<file path="src/rtl/sar_adc_pkg.sv">
// SAR sequencer shared types: FSM state encoding and per-phase counter load values.
// Pure definitions; no latency, no flow control.
package sar_adc_pkg;

  typedef enum logic [2:0] {
    ST_IDLE,
    ST_RST,
    ST_SMP,
    ST_HOLD,
    ST_CS,
    ST_CONV,
    ST_DONE
  } state_t;

  function automatic int max3(input int a, input int b, input int c);
    int m;
    m = (a > b) ? a : b;
    return (m > c) ? m : c;
  endfunction

  // Counter load value on entry to a state; the phase ends when the counter reaches 0.
  function automatic int phase_len(input state_t s, input int t_rst, input int t_sample,
                                   input int n);
    case (s)
      ST_RST:  return t_rst - 1;
      ST_SMP:  return t_sample - 1;
      ST_CONV: return n - 1;
      default: return 0;
    endcase
  endfunction

endpackage

</file>
<file path="src/rtl/sar_phase_cnt.sv">
// Loadable down-counter with terminal-count flag; stops at zero instead of wrapping.
// Load takes effect on the next edge; no flow control.
module sar_phase_cnt #(
  parameter int W = 4
) (
  input  logic         clk,
  input  logic         rst,
  input  logic         load,
  input  logic [W-1:0] load_val,
  output logic [W-1:0] cnt,
  output logic         tc
);

  always_ff @(posedge clk or posedge rst) begin
    if (rst) begin
      cnt <= '0;
    end else if (load) begin
      cnt <= load_val;
    end else if (cnt != '0) begin
      cnt <= cnt - W'(1);
    end
  end

  assign tc = (cnt == '0);

endmodule

</file>
<file path="src/rtl/sar_adc_ctrl.sv">
// SAR ADC sequencer: S/H pulse timing, N-bit binary search, dout with one-cycle valid.
// start-to-valid latency T_RST+T_SAMPLE+N+2 edges; start while busy is dropped, except in DONE.
module sar_adc_ctrl
  import sar_adc_pkg::*;
#(
  parameter int N        = 8,
  parameter int T_RST    = 2,
  parameter int T_SAMPLE = 4,
  parameter bit AUTO     = 1'b0
) (
  input  logic         clk,
  input  logic         rst,
  input  logic         start,
  input  logic         comp_out,
  output logic         sample,
  output logic         snh_rst,
  output logic         cs_trigger,
  output logic [N-1:0] dac_code,
  output logic [N-1:0] dout,
  output logic         valid,
  output logic         busy
);

  localparam int CW = $clog2(max3(T_RST, T_SAMPLE, N) + 1);

  if (N < 2 || N > 16) begin : g_bad_n
    $error("sar_adc_ctrl: N must be in 2..16");
  end
  if (T_RST < 1 || T_SAMPLE < 1) begin : g_bad_t
    $error("sar_adc_ctrl: T_RST and T_SAMPLE must be >= 1");
  end

  state_t        state;
  state_t        nxt;
  logic [CW-1:0] cnt;
  logic          tc;
  logic [N-1:0]  res;
  logic [N-1:0]  bit_mask;
  logic [N-1:0]  res_upd;
  logic          comp_bit;

  // An unknown comparator decision resolves to 0.
  assign comp_bit = (comp_out === 1'b1);
  // During CONV the counter value is the index of the bit under trial.
  assign bit_mask = N'(1) << cnt;
  assign res_upd  = comp_bit ? (res | bit_mask) : (res & ~bit_mask);

  always_comb begin
    nxt = state;
    case (state)
      ST_IDLE: if (start) nxt = ST_RST;
      ST_RST:  if (tc) nxt = ST_SMP;
      ST_SMP:  if (tc) nxt = ST_HOLD;
      ST_HOLD: nxt = ST_CS;
      ST_CS:   nxt = ST_CONV;
      ST_CONV: if (tc) nxt = ST_DONE;
      ST_DONE: nxt = (AUTO || start) ? ST_RST : ST_IDLE;
      default: nxt = ST_IDLE;
    endcase
  end

  sar_phase_cnt #(.W(CW)) u_phase_cnt (
    .clk      (clk),
    .rst      (rst),
    .load     (nxt != state),
    .load_val (CW'(phase_len(nxt, T_RST, T_SAMPLE, N))),
    .cnt      (cnt),
    .tc       (tc)
  );

  // Outputs are registered from the next state so each pulse lines up with its state.
  always_ff @(posedge clk or posedge rst) begin
    if (rst) begin
      state      <= ST_IDLE;
      sample     <= 1'b0;
      snh_rst    <= 1'b0;
      cs_trigger <= 1'b0;
      dac_code   <= '0;
      dout       <= '0;
      valid      <= 1'b0;
      busy       <= 1'b0;
      res        <= '0;
    end else begin
      state      <= nxt;
      snh_rst    <= (nxt == ST_RST);
      sample     <= (nxt == ST_SMP);
      cs_trigger <= (nxt == ST_CS);
      valid      <= (nxt == ST_DONE);
      busy       <= (nxt != ST_IDLE);
      dac_code   <= '0;
      if (state == ST_CONV) begin
        res <= res_upd;
        if (nxt == ST_CONV) begin
          dac_code <= res_upd | (bit_mask >> 1);
        end else begin
          dout <= res_upd;
        end
      end else if (nxt == ST_CONV) begin
        res      <= '0;
        dac_code <= {1'b1, {(N-1){1'b0}}};
      end
    end
  end

`ifndef SYNTHESIS
  always @(posedge clk) begin
    if (!rst) begin
      assert (!(sample && snh_rst));
      if (state == ST_CONV) assert (!$isunknown(comp_out));
    end
  end
`endif

endmodule

</file>
<file path="config.mk">
export PLATFORM = sky130hd
export DESIGN_NAME = sar_adc_ctrl
export DESIGN_NICKNAME = d
export VERILOG_FILES = /design/src/rtl/sar_adc_pkg.sv /design/src/rtl/sar_phase_cnt.sv /design/src/rtl/sar_adc_ctrl.sv
export SDC_FILE = /design/constraint.sdc
export NUM_CORES = 1
export LEC_CHECK = 0
export CORE_AREA = 2 2 60 62
export DETAILED_ROUTE_END_ITERATION = 12
export DIE_AREA = 0 0 62 64
export PLACE_DENSITY = 0.84
export REMOVE_ABC_BUFFERS = 1
export SYNTH_ARGS = -nofsm -noshare
export SYNTH_HDL_FRONTEND = slang
export SYNTH_SLANG_ARGS = --single-unit
</file>
<file path="constraint.sdc">
create_clock -name clk -period 2.35 [get_ports clk]
set_clock_uncertainty 0.1 [all_clocks]
set_input_delay 0.235 -clock clk [delete_from_list [all_inputs] [get_ports clk]]
set_output_delay 0.235 -clock clk [all_outputs]
set_load 0.1 [all_outputs]
</file>
* Word level (Yosys, flattened, before mapping)
Index checks and enable logic that the tools add are counted.
Storage, ports and cells: bits in registers 36, bits in latches 0, memory bits (writable) 0, memory bits (read-only) 0, output and inout port bits 21, memories 0
Cells by class: add/sub/neg operators 1, multipliers 0, divide/modulo/power cells 0, $lt $le $gt $ge 0, equal/unequal tests 13, shifts and indexed selects 1, mux-type cells 15, bitwise logic cells 5, reductions and logical operators 7
Operators by type and width (number):
- $mux W8 | 6
- $pmux W3 S7 | 1
- $eq A3 B3 Y1 const B | 6
- $mux W3 | 4
- $eq A3 B2 Y1 const B | 3
- $pmux W3 S3 | 1
- $and A8 B8 Y8 | 1
- $mux W4 | 2
- $not A8 Y8 | 1
- $or A8 B7 Y8 | 1
- $or A8 B8 Y8 | 1
- $shl A1 B4 Y8 const A | 1
- $eq A3 B1 Y1 const B | 2
- $logic_not A4 Y1 | 1
- $reduce_bool A2 Y1 | 2
- $reduce_bool A4 Y1 | 1
- $sub A4 B1 Y4 const B | 1
- $logic_not A3 Y1 | 1
- $ne A3 B3 Y1 | 1
- $reduce_bool A3 Y1 | 1
- $reduce_and A2 Y1 | 1
- $eqx A1 B1 Y1 const B | 1
- $mux W1 | 1
- $not A1 Y1 | 1

* Depth between registers and ports, before layout
Gate-level depths: netlist (run 1).
depth in word-level cells 7, gate-level depth with buffers 8

* Hierarchy
Synthesis (run 1) repeated with hierarchy kept, for this count alone.
Unflattened totals: cells, all modules 166, area total of the unflattened synthesis 1760.4 µm²
Modules (own cells, without submodules):
- sar_adc_ctrl | times used 1, cells each 143, area an instance 1524.0 µm², sequential area each 800.8 µm²
- sar_phase_cnt | times used 1, cells each 23, area an instance 236.5 µm², sequential area each 100.1 µm²

* Worst setup path after synthesis (run 1)
Ideal clock, no wire load.
path type register -> register, start point register u_phase_cnt.cnt[0], end point register dout[7], library setup time 123 ps, arrival time 1733 ps, data required time 2127 ps, setup slack 394 ps, stages on the path, launching flop included 9, buffers on the path 2, clock period less this slack 1956 ps, cells stage by stage dfrtp_1 > inv_1 > ha_1 > or3b_4 > or2_1 > buf_6 > buf_8 > nand2_1 > o21ai_2
Between the ends: cells in the longest elaborated chain, start to end 6, elaborated cells between the ends (all ways) 13
RTL lines:
- start: declaration | line sar_phase_cnt.sv:10 | output logic [W-1:0] cnt,
- start signal: assignment | line sar_phase_cnt.sv:18 | cnt <= load_val;
- start signal: assignment | line sar_phase_cnt.sv:20 | cnt <= cnt - W'(1);
- $logic_not A4 Y1 | line sar_phase_cnt.sv:24 | assign tc = (cnt == '0);
- $mux W3, on equally long branches | line sar_adc_ctrl.sv:56, sar_adc_ctrl.sv:52, sar_adc_ctrl.sv:53
- $pmux W3 S7 | line sar_adc_ctrl.sv:50 | case (state)
- $eq A3 B3 Y1 | line sar_adc_ctrl.sv:93 | if (nxt == ST_CONV) begin
- $not A1 Y1 (no line)
- $reduce_and A2 Y1 (no line)
- end signal: assignment | line sar_adc_ctrl.sv:96 | dout <= res_upd;
- end: declaration | line sar_adc_ctrl.sv:19 | output logic [N-1:0] dout,
Several ways; a longest one is shown, not always the timed one. A chain may end at the register's enable or synchronous reset.

* Worst setup path in the final report (run 1)
start point register u_phase_cnt.cnt[0], end point register res[0]
Between the ends: cells in the longest elaborated chain, start to end 5, elaborated cells between the ends (all ways) 13
RTL lines:
- $logic_not A4 Y1 or $shl A1 B4 Y8 (tied branches) | line sar_phase_cnt.sv:24, sar_adc_ctrl.sv:45
- $mux W3 (tied with other cells) | line sar_adc_ctrl.sv:56 | ST_CONV: if (tc) nxt = ST_DONE;
- $pmux W3 S7 or $and A8 B8 Y8 (tied branches) | line sar_adc_ctrl.sv:50, sar_adc_ctrl.sv:46
- $eq A3 B3 Y1 or $mux W8 (tied branches) | line sar_adc_ctrl.sv:98, sar_adc_ctrl.sv:46
- $reduce_bool A2 Y1 (no line) or $mux W8 (tied branches)
- end signal: assignment | line sar_adc_ctrl.sv:92 | res <= res_upd;
- end: declaration | line sar_adc_ctrl.sv:37 | logic [N-1:0] res;
Several ways; a longest one is shown, not always the timed one.

==> out/qor.csv, run 1 <==
stage,metric,value,unit
floorplan,rows,21,
clocking,cts_setup_buffers,0,
clocking,clock_latency,0.34,ns
route,drc,0,
worst_setup_path,cp_max_fo,16,
clocking,clockRootBuffer,clkbuf_4,
grt,grt_max_degree,37,
route,drtPass1Iterations,4,
grt,grt_pass1_wl,5440,um
placement,dp_cells,238,
worst_setup_path,start_kind,flop,
clocking,clk_path_buf_depth,2,
logic_synthesis,synth.distinct_cells,31,
worst_setup_path,r2r_slack,0.23,ns
clocking,cts.sinks,36,
sta,tns,0,ns
cells_and_area,area_growth,16.1,%
outcome,outcome,completed,
clocking,h-tree-depth,2,
worst_setup_path,crit_required,2.53,ns
sta,finalMaxSlewViolations,0,
route,drtAntennaViolNets,0,
worst_setup_path,startpoint,u_phase_cnt.cnt[0]$_DFFE_PP0P_,
floorplan,core-area,3280,um2
sta,timing.final.crit_share,90.3,%
logic_synthesis,synth_edf_count,0,
worst_setup_path,timing.rr.start,u_phase_cnt.cnt[0]$_DFFE_PP0P_,
route,via_count,1303,
clocking,clkTransAtPathRegs,0.10,ns
logic_synthesis,synth.avg_cell_area,9.82,um2
clocking,cts_tree,built,
grt,antenna_found_initial,0,
route,finalWirelength,3210,um
worst_setup_path,slowest_delay,0.46,ns
cells_and_area,layout-drive-gt1-share,18.0,%
grt,grt_overflow_total,0,
sta,fin_crit,2.12,ns
logic_synthesis,syn_area,1700,um2
route,viasPerCell,5.30,
logic_synthesis,netlist_instances,173,
logic_synthesis,synth_flop_cell,dfrtp_1,
sta,fmax,0.471,GHz
cells_and_area,fin_util,60.1,%
route,detail_route.wl_per_cell,13.1,um
logic_synthesis,async_flop_share,100,%
cells_and_area,layout_common_cells,"dfrtp_1 (36), nand2_1 (28), buf_4 (25)",
floorplan,io_pins,25,
clocking,cts_inserted_buffers,5,
sta,finalHoldViolCount,0,
cells_and_area,stdcell_count,246,
worst_setup_path,cpMaxStageDelayCell,dfrtp_1,
worst_setup_path,critPathKind,reg -> reg,
hold_path,hp-class,in -> async,
logic_synthesis,ys_warn_count,0,
floorplan,die_w,62,um
sta,setup_viol,0,
clocking,cts-hold-fix-buffers,0,
floorplan,initial_core_util,51.7,%
logic_synthesis,yosysSeqAreaShare,53.0,%
logic_synthesis,ys_ff_latch,36,
grt,grt_pass1_vias,1229,
cells_and_area,diodes,0,
sta,rsz0062_at_grt,false,
placement,gp_congestion,0.820,
worst_setup_path,endpoint_kind,flop,
route,initialDrtViolationCount,71,
cells_and_area,mostFrequentLayoutCell,dfrtp_1,
placement,portBuffers,24,
sta,relSlewSlack,65.9,%
worst_setup_path,crit_family,simple AND/OR/NAND/NOR gates,
floorplan,die_area,3970,um2
placement,dpl.hpwl,2320,um
worst_setup_path,cp_cell_sequence,"inv_1, ha_1, or3b_4, or2_2, inv_1, nand2_1, nand2_1",
worst_setup_path,worst-path-buf-inv,2,
grt,grt_usage,18.7,%
sta,tightest_slew,0.509,ns
floorplan,die_h,64,um
cells_and_area,nets,208,
worst_setup_path,worstPathArrival,2.31,ns
job,maxCapViolCount,0,
path summary, 6_finish.rpt:
check,depth (start not counted),to
setup / recovery,7,res[0]$_DFFE_PP0P_
hold / removal,3,state[2]$_DFF_PP0_
setup reg to reg,7,res[0]$_DFFE_PP0P_
hold reg to reg,2,res[7]$_DFFE_PP0P_
max in group asynchronous,3,dac_code[0]$_DFF_PP0_
min in group clk,2,res[7]$_DFFE_PP0P_
stage by stage:
stage,hold WS [ns],worst slack [ns],instance area [um2]
floorplan,0.259,0.421,1640
global placement,0.363,0.294,1910
detailed placement,0.372,0.191,1910
CTS,0.197,0.171,1970
global route,0.207,0.0562,1970
finish,0.179,0.229,1970
state kept, by name, indices dropped and copies added (netlist names):
name / count
state: 3
snh_rst: 1
valid: 1
dout: 8
sample: 1
u_phase_cnt.cnt: 4
cs_trigger: 1
busy: 1
dac_code: 8
res: 8
cell families after synthesis:
family	after synthesis	synth area share, %
AOI/OAI and AO/OA	47	15.8
buffers and inverters	16	5.08
and+or+nand+nor	60	17.2
adders and majority gates	5	3.68
DFF	36	53.0
muxes	9	5.30
cell type report:
class | instances | area [um2]
fill | 300 | 1310
sequential | 36 | 901
multi-input combinational | 121 | 712
timing repair buffer | 28 | 218
clock buffer | 8 | 58.8
tap | 46 | 57.6
inverter | 7 | 26.3
tightest hold or removal path: cells and delay by family:
kind                   cells  cell delay (ns)
buffers and inverters      3             0.82
cell usage after synthesis, drive strengths merged, types with 2 or more instances:
cell / number / area [um2]
dfrtp: 36 / 901
nand2: 28 / 105
o21ai: 22 / 118
a21oi: 15 / 75.1
mux2i: 9 / 90.1
nor2: 8 / 30.0
inv: 7 / 26.3
nor3: 7 / 35.0
clkbuf: 6 / 22.5
ha: 5 / 62.6
a21o: 4 / 30.0
buf: 3 / 37.5
nand3: 3 / 15.0
a31oi: 2 / 12.5
nor2b: 2 / 12.5
o21a: 2 / 15.0
or2b: 2 / 15.0
or3: 2 / 12.5
layer usage:
layer / global-route usage [%] / vias to the layer above / part of all wire (%)
met5: 0 / - / 0
met4: 7.18 / 0 / 1.8
met3: 5.47 / 6 / 4.3
met2: 29.4 / 27 / 49
met1: 23.7 / 626 / 44
li1: - / 644 / -
repair_timing:
action | in CTS | in global routing
hold endpoints to repair | 0 | 0
endpoints found under the setup margin | 0 | 2
gates resized for setup | 0 | 1
Power of run 1 is not shown: default switching activity piles up to over one toggle a cycle in this logic, so the estimate is an artifact.
==> run 2, diff against run 1 <==
--- a/config.mk
+++ b/config.mk
@@ -10,6 +10,7 @@
 export DIE_AREA = 0 0 62 64
 export PLACE_DENSITY = 0.84
 export REMOVE_ABC_BUFFERS = 1
+export SKIP_LAST_GASP = 1
 export SYNTH_ARGS = -nofsm -noshare
 export SYNTH_HDL_FRONTEND = slang
 export SYNTH_SLANG_ARGS = --single-unit
==> results of run 2 <==
Same layout as run 1: the final DEF is identical, and so are final timing and power.
Power of run 2 is left out for the same reason.
==> run 3, diff against run 2 <==
--- a/config.mk
+++ b/config.mk
@@ -14,3 +14,4 @@
 export SYNTH_ARGS = -nofsm -noshare
 export SYNTH_HDL_FRONTEND = slang
 export SYNTH_SLANG_ARGS = --single-unit
+export TNS_END_PERCENT = 50
==> results of run 3 <==
Same layout as run 1: the final DEF is identical, and so are final timing and power.
Power of run 3 is left out for the same reason.
